--- src/rtl/mips_pkg.sv ---
// Shared definitions for the MIPS pipeline control slice: forwarding selects
// and the hazard controller FSM state type.
package mips_pkg;

  localparam logic [1:0] FWD_RF  = 2'b00;
  localparam logic [1:0] FWD_EX  = 2'b01;
  localparam logic [1:0] FWD_MEM = 2'b10;

  typedef enum logic {
    RUN  = 1'b0,
    HALT = 1'b1
  } ctrl_state_t;

endpackage

--- src/rtl/sat_counter.sv ---
// Saturating up-counter with synchronous clear; sticks at all-ones.
module sat_counter #(
  parameter int W = 32
) (
  input  logic         clk,
  input  logic         rst_n,
  input  logic         clr,
  input  logic         inc,
  output logic [W-1:0] q
);

  // Clear wins over increment so a clear request is never lost.
  always_ff @(posedge clk or negedge rst_n) begin
    if (!rst_n) begin
      q <= '0;
    end else if (clr) begin
      q <= '0;
    end else if (inc && (q != {W{1'b1}})) begin
      q <= q + 1'b1;
    end
  end

endmodule

--- src/rtl/pipeline_ctrl.sv ---
// Hazard and sequencing controller for the 5-stage MIPS pipeline: forwarding,
// load-use interlock, redirect flush, syscall halt/resume and perf counters.
module pipeline_ctrl
  import mips_pkg::*;
#(
  parameter int CNT_W = 32
) (
  input  logic             clk,
  input  logic             rst_n,
  input  logic [4:0]       id_rs,
  input  logic [4:0]       id_rt,
  input  logic             id_r1_used,
  input  logic             id_r2_used,
  input  logic             ex_regwrite,
  input  logic             ex_memtoreg,
  input  logic [4:0]       ex_wreg,
  input  logic             mem_regwrite,
  input  logic [4:0]       mem_wreg,
  input  logic             ex_redirect,
  input  logic             ex_halt,
  input  logic             go,
  input  logic             clr_cnt,
  output logic [1:0]       fwd_a,
  output logic [1:0]       fwd_b,
  output logic             pc_stall,
  output logic             ifid_stall,
  output logic             ifid_flush,
  output logic             idex_flush,
  output logic             halted,
  output logic [CNT_W-1:0] cycle_cnt,
  output logic [CNT_W-1:0] stall_cnt,
  output logic [CNT_W-1:0] flush_cnt
);

  ctrl_state_t state, state_next;
  logic go_q;
  logic go_rise;
  logic rs_elig, rt_elig;
  logic ex_match_a, ex_match_b, mem_match_a, mem_match_b;
  logic lu;

  // r0 is hardwired to zero, so it never needs a forward or an interlock.
  assign rs_elig = id_r1_used && (id_rs != 5'd0);
  assign rt_elig = id_r2_used && (id_rt != 5'd0);

  assign ex_match_a  = ex_regwrite  && (ex_wreg  == id_rs) && rs_elig;
  assign ex_match_b  = ex_regwrite  && (ex_wreg  == id_rt) && rt_elig;
  assign mem_match_a = mem_regwrite && (mem_wreg == id_rs) && rs_elig;
  assign mem_match_b = mem_regwrite && (mem_wreg == id_rt) && rt_elig;

  assign lu = (ex_match_a || ex_match_b) && ex_memtoreg;

  always_comb begin
    fwd_a = FWD_RF;
    if (ex_match_a && !ex_memtoreg) fwd_a = FWD_EX;
    else if (mem_match_a)           fwd_a = FWD_MEM;
  end

  always_comb begin
    fwd_b = FWD_RF;
    if (ex_match_b && !ex_memtoreg) fwd_b = FWD_EX;
    else if (mem_match_b)           fwd_b = FWD_MEM;
  end

  assign go_rise = go && !go_q;

  always_ff @(posedge clk or negedge rst_n) begin
    if (!rst_n) begin
      state <= RUN;
      go_q  <= 1'b0;
    end else begin
      state <= state_next;
      go_q  <= go;
    end
  end

  // The halt-entry cycle already freezes the front end so the ID instruction
  // stays put; redirect squashes ID, so it overrides a load-use stall.
  always_comb begin
    state_next = state;
    pc_stall   = 1'b0;
    ifid_stall = 1'b0;
    ifid_flush = 1'b0;
    idex_flush = 1'b0;
    case (state)
      RUN: begin
        if (ex_halt) begin
          state_next = HALT;
          pc_stall   = 1'b1;
          ifid_stall = 1'b1;
          idex_flush = 1'b1;
        end else if (ex_redirect) begin
          ifid_flush = 1'b1;
          idex_flush = 1'b1;
        end else if (lu) begin
          pc_stall   = 1'b1;
          ifid_stall = 1'b1;
          idex_flush = 1'b1;
        end
      end
      HALT: begin
        pc_stall   = 1'b1;
        ifid_stall = 1'b1;
        idex_flush = 1'b1;
        if (go_rise) state_next = RUN;
      end
      default: state_next = RUN;
    endcase
  end

  assign halted = (state == HALT);

  sat_counter #(.W(CNT_W)) u_cycle_cnt (
    .clk   (clk),
    .rst_n (rst_n),
    .clr   (clr_cnt),
    .inc   (state == RUN),
    .q     (cycle_cnt)
  );

  sat_counter #(.W(CNT_W)) u_stall_cnt (
    .clk   (clk),
    .rst_n (rst_n),
    .clr   (clr_cnt),
    .inc   ((state == RUN) && lu && !ex_redirect),
    .q     (stall_cnt)
  );

  sat_counter #(.W(CNT_W)) u_flush_cnt (
    .clk   (clk),
    .rst_n (rst_n),
    .clr   (clr_cnt),
    .inc   ((state == RUN) && ex_redirect),
    .q     (flush_cnt)
  );

endmodule

--- config.mk ---
export PLATFORM = sky130hd
export DESIGN_NAME = pipeline_ctrl
export DESIGN_NICKNAME = d
export VERILOG_FILES = /design/src/rtl/mips_pkg.sv /design/src/rtl/sat_counter.sv /design/src/rtl/pipeline_ctrl.sv
export SDC_FILE = /design/constraint.sdc
export NUM_CORES = 1
export LEC_CHECK = 0
export CAP_MARGIN = 20
export CORE_ASPECT_RATIO = 0.8
export CORE_MARGIN = 3
export CORE_UTILIZATION = 46
export DETAILED_ROUTE_END_ITERATION = 8
export PLACE_DENSITY = 0.79
export SLEW_MARGIN = 25
export SYNTH_ARGS = -nofsm -noshare
export SYNTH_HDL_FRONTEND = slang
export SYNTH_HIERARCHICAL = 1
export SYNTH_SLANG_ARGS = --single-unit
--- constraint.sdc ---
create_clock -name clk -period 2.05 [get_ports clk]
set_clock_uncertainty 0.15 [all_clocks]
set_input_delay 0.3075 -clock clk [delete_from_list [all_inputs] [get_ports clk]]
set_output_delay 0.3075 -clock clk [all_outputs]
set_load 0.01 [all_outputs]
# Word level (Yosys, flattened, before mapping)
# Index checks and enable logic that the tools add are counted.
# op_classes
add_sub_neg	3
eq_ne	7
mux	23
bitwise	1
reduce_logical	29
# op_table
operator	count
two-way mux 32 bit	6
adder 32 x 1 -> 32 bit (second input constant)	3
inequality test 32 bit (second input constant)	3
== test 5 bit	4
logical AND 1 bit	20
two-way mux 1 bit	10
nonzero test 5 bit	2
two-way mux 2 bit	4
case mux 1 bit (2 select lines)	3
nonzero test 2 bit	3
zero test 1 bit	3
logical OR 1 bit	1
NOT 1 bit	1
# totals
reg_bits	98
word_cells	68

# Longest topological paths before layout
# Gate-level depths: netlist of the first run.
# logic_depth
word_depth	10
ltp_mapped	12
depth_no_buf	10

# By module
# Netlist of the first run, hierarchy kept.
# by_module_without_submodules
module	instances	cells_each	area_per_inst_um2
sat_counter at u_flush_cnt ...	2	198	1854.3
sat_counter at u_cycle_cnt	1	194	1810.5
pipeline_ctrl	1	51	385.4

# Least setup slack after synthesis of the first run
# Ideal clock, no wire load.
# synth_timing
path_kind	input -> register
from	input ex_wreg[2]
to	register u_stall_cnt.q[31]
arrival_ns	2.358
slack_ns	-0.582
path_stages	11
path_buffers	1
cell_sequence	xnor2_1 nand4_1 nor3_1 o21ai_1 nor3_1 and3_1 nand4_1 a21o_1 buf_2 nor4_1 mux2_2
# synth_between
elab_chain_cells	9
word_cells_on_any_way	12
classes_between	2 x eq/ne; 10 x reduce/logical
# synth_rtl
item	line_no	rtl
start: declaration	pipeline_ctrl.sv:16	input logic [4:0] ex_wreg,
== test 5 bit (on tied branches)	pipeline_ctrl.sv:46, pipeline_ctrl.sv:47	
logical AND 1 bit (on tied branches) (2 in a row)	pipeline_ctrl.sv:46, pipeline_ctrl.sv:47	
logical OR 1 bit (*)	pipeline_ctrl.sv:51	assign lu = (ex_match_a || ex_match_b) && ex_memtoreg;
logical AND 1 bit (*)	pipeline_ctrl.sv:51	
logical AND 1 bit (*) (2 in a row)	pipeline_ctrl.sv:125	.inc ((state == RUN) && lu && !ex_redirect),
logical AND 1 bit (*)	sat_counter.sv:18	end else if (inc && (q != {W{1'b1}})) begin
nonzero test 2 bit (no line) (*)	-	
end signal: assignment	sat_counter.sv:19	q <= q + 1'b1;
end: declaration	sat_counter.sv:9	output logic [W-1:0] q
# Every way passes the cells marked *; elsewhere a longest branch is shown, timed or not.
# A chain may end at the register's enable or synchronous reset.

# Worst setup path after layout of the first run
# layout_timing
from	input ex_wreg[1]
to	register u_stall_cnt.q[13]
# The elaborated chain is that of the path after synthesis.

==> flow_summary.ini, run 1 <==
[setup_path]
path_class = input pin to flop
crit_buf_inv = 3
worstPathRequired_ps = 2180
critical_path_peak_fanout = 8
arrival_ps = 2650
crit_family = simple AND/OR/NAND/NOR gates
crit_path_max_incr_delay_ps = 380
cpMaxStageDelayCell = or3_4
path_cells = buf_6 -> xnor2_2 -> nand4_1 -> nor3_2 -> o21ai_2 -> buf_4 -> nor3_4 -> and3_4 -> nand4_1 -> a21o_4 -> buf_6 -> or3_4 -> a21oi_2
critPathLaunchType = input pin
endpoint_kind = flop

[clock_tree]
cts_tree = done
cts_sinks = 98
path_clk_slew_ps = 70
insertion_delay_ps = 350
cts-root-buf = clkbuf_16
clk_path_buf_depth = 2
htreeDepth = 3
cts_buffers = 9

[pwr]
internal_power_mw = 3.267
power.leakage_nw = 4.561
pwr-share-seq = 0.452
peakVddDrop_uv = 612.3
clockPowerShare = 0.431
p_sw_frac = 0.2443
power_density_nw_per_um2 = 409.8
comb_power_share = 0.117
switchingPower_mw = 1.056

[floorplanning]
die_area_um2 = 14240
core-area_um2 = 12340
pin_count = 136
die_h_um = 107.3
row_count = 36
start_util = 0.4784
fp.dieW_um = 132.7

[sta]
post-route-period-util = 1.227
hold_violations = 0
period_needed_ps = 2514
setup_ws_ps = -464.5
slew_violations = 0
setup_viol_count_final = 82
fmax_ghz = 0.3977
maxSlewHeadroom = 0.6295
rsz0062_at_grt = true
worst_pin_slew_ps = 551.6

[detailed_routing]
drtIter0Drc = 765
wl_met2_um = 12310
remaining_drc_errors = 0
vias = 7208
wl_met1_um = 9589
ant_nets = 0
wl_per_cell_um = 21.34
firstDrtPassIters = 7
viasPerCell = 6.129
top_layer_used = met4
totalWireLength_um = 25100
met3_length_um = 1875

[place]
place.gp.congestion = 0.9316
dp.cells = 1108
hpwlAfterDp_um = 14030
place_ws_ps = -1258
numPortBuffers = 135

[final_layout]
num-fill-cells = 632
fin_cells = 1176
drive_above_1_share = 0.4448
final_net_count = 1034
multi_input_area_um2 = 4199
n_antenna_cell = 0
area_growth_syn_to_layout_pct = 78.72
regArea_um2 = 2470

[hold_path]
hp-class = input pin to flop

[synthesis]
ys.warnings.count = 6
ys_ff_latch = 98
syn-cell-area_um2 = 5904
seq_area_frac_synth = 0.4153
synthCells = 641
synth_area_leaders = dfrtp_1, xnor2_1, nor2_1
synth_nets = 675
synth_top_cell_area_share = 0.4153
ys_types = 56
synthArstFlopShare = 1.000
synth-main-ff-cell = dfrtp_1
synth_edf_count = 0
syn_area_per_cell_um2 = 9.211
synth.largest_area_cell = dfrtp_1

[global_routing]
grt_max_degree = 51
grt-ovfl-total = 0
track_usage = 0.2913
grt_pass1_vias = 6884
grt_first_pass_wirelength_um = 33900
antenna_found_initial = 0

[job]
maxCapViolCount = 0

[status]
violations = setup timing
status = complete, but fails checks
[routing by layer]
layer | vias to the layer above | track usage
met4 | 0 | 0.1031
li1 | 3083 | -
met3 | 118 | 0.05841
met5 | - | 0
met1 | 3517 | 0.3575
met2 | 490 | 0.5135
[layout make-up]
type,instances,area share
Sequential cell,98,0.2341
Timing Repair Buffer,367,0.3098
Multi-Input combinational cell,504,0.3979
Clock buffer,10,0.02170
Tap cell,171,0.02028
Inverter,20,0.007588
Clock inverter,6,0.008655
[final timing paths]
kind / from / endpoint / slack (ps) / cells after the start
max: ex_wreg[1] / u_stall_cnt/q[13]$_DFFE_PN0P_ / -460 / 13
min: clr_cnt / u_flush_cnt/q[13]$_DFFE_PN0P_ / 100 / 2
min reg2reg: go_q$_DFF_PN0_ / halted$_DFF_PN0_ / 380 / 2
max reg2reg: halted$_DFF_PN0_ / u_flush_cnt/q[14]$_DFFE_PN0P_ / -320 / 9
max in group asynchronous: rst_n / u_flush_cnt/q[1]$_DFFE_PN0P_ / 820 / 3
min in group asynchronous: rst_n / halted$_DFF_PN0_ / 360 / 2
[power groups by stage]
stage	logic, mW	registers, mW	clock network (mW)
after floorplan	0.132	2.00	0
after global placement	0.380	1.99	0
after detailed placement	0.391	1.99	0
after CTS	0.429	1.96	1.89
after global routing	0.537	1.96	1.96
final	0.507	1.96	1.86
[through the flow]
step           area, um^2    util  setup TNS, ps  hold slack, ps  power, mW
2_1_floorplan        6108       -          -7067          -138.1      2.134
3_3_place_gp         8956  0.7257         -41940           154.0      2.372
3_5_place_dp         8956  0.7257         -47590           160.7      2.382
4_1_cts              9817  0.7954          -9569           73.23      4.276
6_report            10550  0.8550         -18590           98.86      4.324
5_1_grt             10550  0.8550         -22920           95.45      4.455
[registers in the layout, indices dropped and copies added, names as in the netlist]
signal,count
halted,1
u_flush_cnt/q,32
u_cycle_cnt/q,32
u_stall_cnt/q,32
go_q,1
[repair_timing]
item                       4_1_cts  5_1_grt
resized for setup              206      111
buffers inserted                19       35
hold endpoints to repair        33        0
pin swaps                       70       69
hold buffers                     1        0
cloned                           2        1
setup endpoints to repair       78       93
[Yosys cell counts, types with 18 or more instances]
| cell type | count |
|---|---|
| dfrtp_1 | 98 |
| or3_1 | 23 |
| nand4_1 | 21 |
| xnor2_1 | 38 |
| o21ai_0 | 23 |
| nand3_1 | 37 |
| xor2_1 | 18 |
| nor4_1 | 18 |
| nand2_1 | 36 |
| inv_1 | 20 |
| nor2_1 | 72 |
| a21oi_1 | 40 |
| and3_1 | 20 |
[logic make-up after synthesis]
kind of cell               count (synthesis)  share of synthesized area
AOI/OAI and AO/OA                        115                     0.1341
buffers and inverters                     41                    0.03073
DFF                                       98                     0.4153
adders and majority gates                  3                   0.006358
and+or+nand+nor                          311                     0.2973
xor gates and xnor gates                  56                    0.08307
muxes                                     17                    0.03306
[cell usage in the layout, fill, tap and decap left out, drive strengths merged, types with 15 or more instances in the layout]
cell,netlist,layout
a21oi,40,40
and3,22,22
buf,9,255
clkdlybuf4s50,0,103
dfrtp,98,98
inv,20,21
nand2,36,36
nand3,39,39
nand4,24,24
nor2,72,72
nor2b,15,15
nor3,17,17
nor4,24,24
o21ai,26,26
or3,23,23
xnor2,38,38
xor2,18,18
Power figures use the tool's default switching activity.
==> run 2, diff against run 1 <==
- CORE_UTILIZATION: 46 -> 45
- PLACE_DENSITY: 0.79 -> 0.78
- TNS_END_PERCENT: not set -> 5
==> run 2 against run 1 <==
The run still ends with setup timing left. Routed wire length fell by 22%. Clock-buffer cell count rose by 3. Cell area fell by 8.8%. Clock power barely moved. Critical endpoint is now u_stall_cnt/q[22]$_DFFE_PN0P_. Largest cell class unchanged. Largest power group unchanged.
==> flow_summary.ini, run 2 (same netlist as run 1, synthesis figures left out) <==
[detailed_routing]
totalWireLength_um = 19670
drtIter0Drc = 452
ant_nets = 0
firstDrtPassIters = 5
wl_per_cell_um = 17.48
vias = 6426
remaining_drc_errors = 0
viasPerCell = 5.712

[pwr]
power_density_nw_per_um2 = 440.0
peakVddDrop_uv = 436.0
power.leakage_nw = 4.108
power_mw = 4.234

[clock_tree]
cts_buffers = 9
cts_tree = done
cts_sinks = 98
path_clk_slew_ps = 70
cts-root-buf = clkbuf_16
insertion_delay_ps = 350
htreeDepth = 3
clk_path_buf_depth = 2

[final_layout]
fin_area_um2 = 9624
most-common-layout-cells = buf_4, clkdlybuf4s50_1, dfrtp_1, nor2_1
fin_cells = 1125
final_net_count = 984
area_growth_syn_to_layout_pct = 63.00
mostFrequentLayoutCell = buf_4
final_core_util = 0.7714
reg.largest.list = u_cycle_cnt/q: 32 flops, u_flush_cnt/q: 32 flops, u_stall_cnt/q: 32 flops
n_antenna_cell = 0
drive_above_1_share = 0.3532

[sta]
setup_ws_ps = -303.5
hold_violations = 0
maxSlewHeadroom = 0.5727
rsz0062_at_grt = true
worst_pin_slew_ps = 636.1
post-route-period-util = 1.148
slew_violations = 0
setup_viol_count_final = 66
fmax_ghz = 0.4249
fin_tns_setup_ps = -8141
period_needed_ps = 2354
whs_ps = 259.1

[place]
numPortBuffers = 135
place_ws_ps = -1380
dp.cells = 1097
place_area_um2 = 8737
place.gp.congestion = 0.9842
hpwlAfterDp_um = 14150

[setup_path]
worstSetupStartpoint = id_rt[1]
path_class = input pin to flop
r2r-start = halted$_DFF_PN0_
critPathLaunchType = input pin
critical_path_peak_fanout = 4
arrival_ps = 2420
endpoint_kind = flop
worstPathRequired_ps = 2120

[status]
violations = setup timing
status = complete, but fails checks

[global_routing]
grt_pass1_vias = 6539
grt_first_pass_wirelength_um = 31160
grt-ovfl-total = 0
track_usage = 0.2649
grt_max_degree = 42
antenna_found_initial = 0

[hold_path]
hp-class = input pin to flop
hp-start = clr_cnt

[floorplanning]
row_count = 36
pin_count = 136
die_area_um2 = 14540
fp.dieW_um = 134.1
start_util = 0.4732
die_h_um = 108.5
core-area_um2 = 12480

[job]
maxCapViolCount = 0
==> run 2: changes by cell type in the layout (fill, tap and decap cells not counted), sizes merged <==
cell           previous run  this run
clkinvlp                  3         0
dlymetal6s2s              1         3
clkbuf                   10        13
buf                     255       204
clkdlybuf4s15             1         2
a21o                      8         6
inv                      21        20
==> run 2: worst max-delay path, cell delays in order <==
cell and delay, ps:
buf_8 100, or4_4 540, o21ai_4 150, nor3_2 70, o21ai_2 210, nor3_2 80, and3_4 190, buf_4 160
and2_4 140, and4bb_2 240, xnor2_1 170, nor2_1 70
==> run 2: layout make-up <==
| type | instances | area [um^2] |
|---|---|---|
| multi-input combinational | 502 | 3774 |
| fill | 828 | 2853 |
| timing repair buffer | 319 | 2784 |
| sequential | 98 | 2455 |
| clock buffer | 13 | 260.3 |
| tap | 171 | 214.0 |
| inverter | 20 | 77.57 |
| clock inverter | 2 | 60.06 |
==> run 2: final timing paths <==
path | to | slack, ps | cells past startpoint
setup reg to reg | u_cycle_cnt/q[29]$_DFFE_PN0P_ | -290 | 6
hold reg to reg | halted$_DFF_PN0_ | 380 | 2
setup / recovery | u_stall_cnt/q[22]$_DFFE_PN0P_ | -300 | 12
min in group asynchronous | u_stall_cnt/q[14]$_DFFE_PN0P_ | 310 | 2
max in group asynchronous | halted$_DFF_PN0_ | 810 | 3
hold / removal | u_stall_cnt/q[1]$_DFFE_PN0P_ | 260 | 2
==> run 2: what timing repair did <==
item	4_1_cts	5_1_grt
resized for setup	156	65
endpoints found under the hold margin	33	0
setup buffers	7	5
hold buffers	1	0
endpoints found under the setup margin	78	84
pin swaps	43	31
==> run 2: metal layers <==
metal | vias to the layer above | share of wire | track usage
met2 | 222 | 0.50 | 0.4618
met1 | 3179 | 0.42 | 0.3343
li1 | 2976 | - | -
met5 | - | 0 | 0
met4 | 0 | 0.022 | 0.09230
met3 | 49 | 0.054 | 0.04744
==> run 2: power breakdown <==
part	internal [mW]	switching, mW	total [mW]
Sequential	1.94	0.00666	1.95
Combinational	0.214	0.224	0.438
Clock	1.13	0.715	1.85
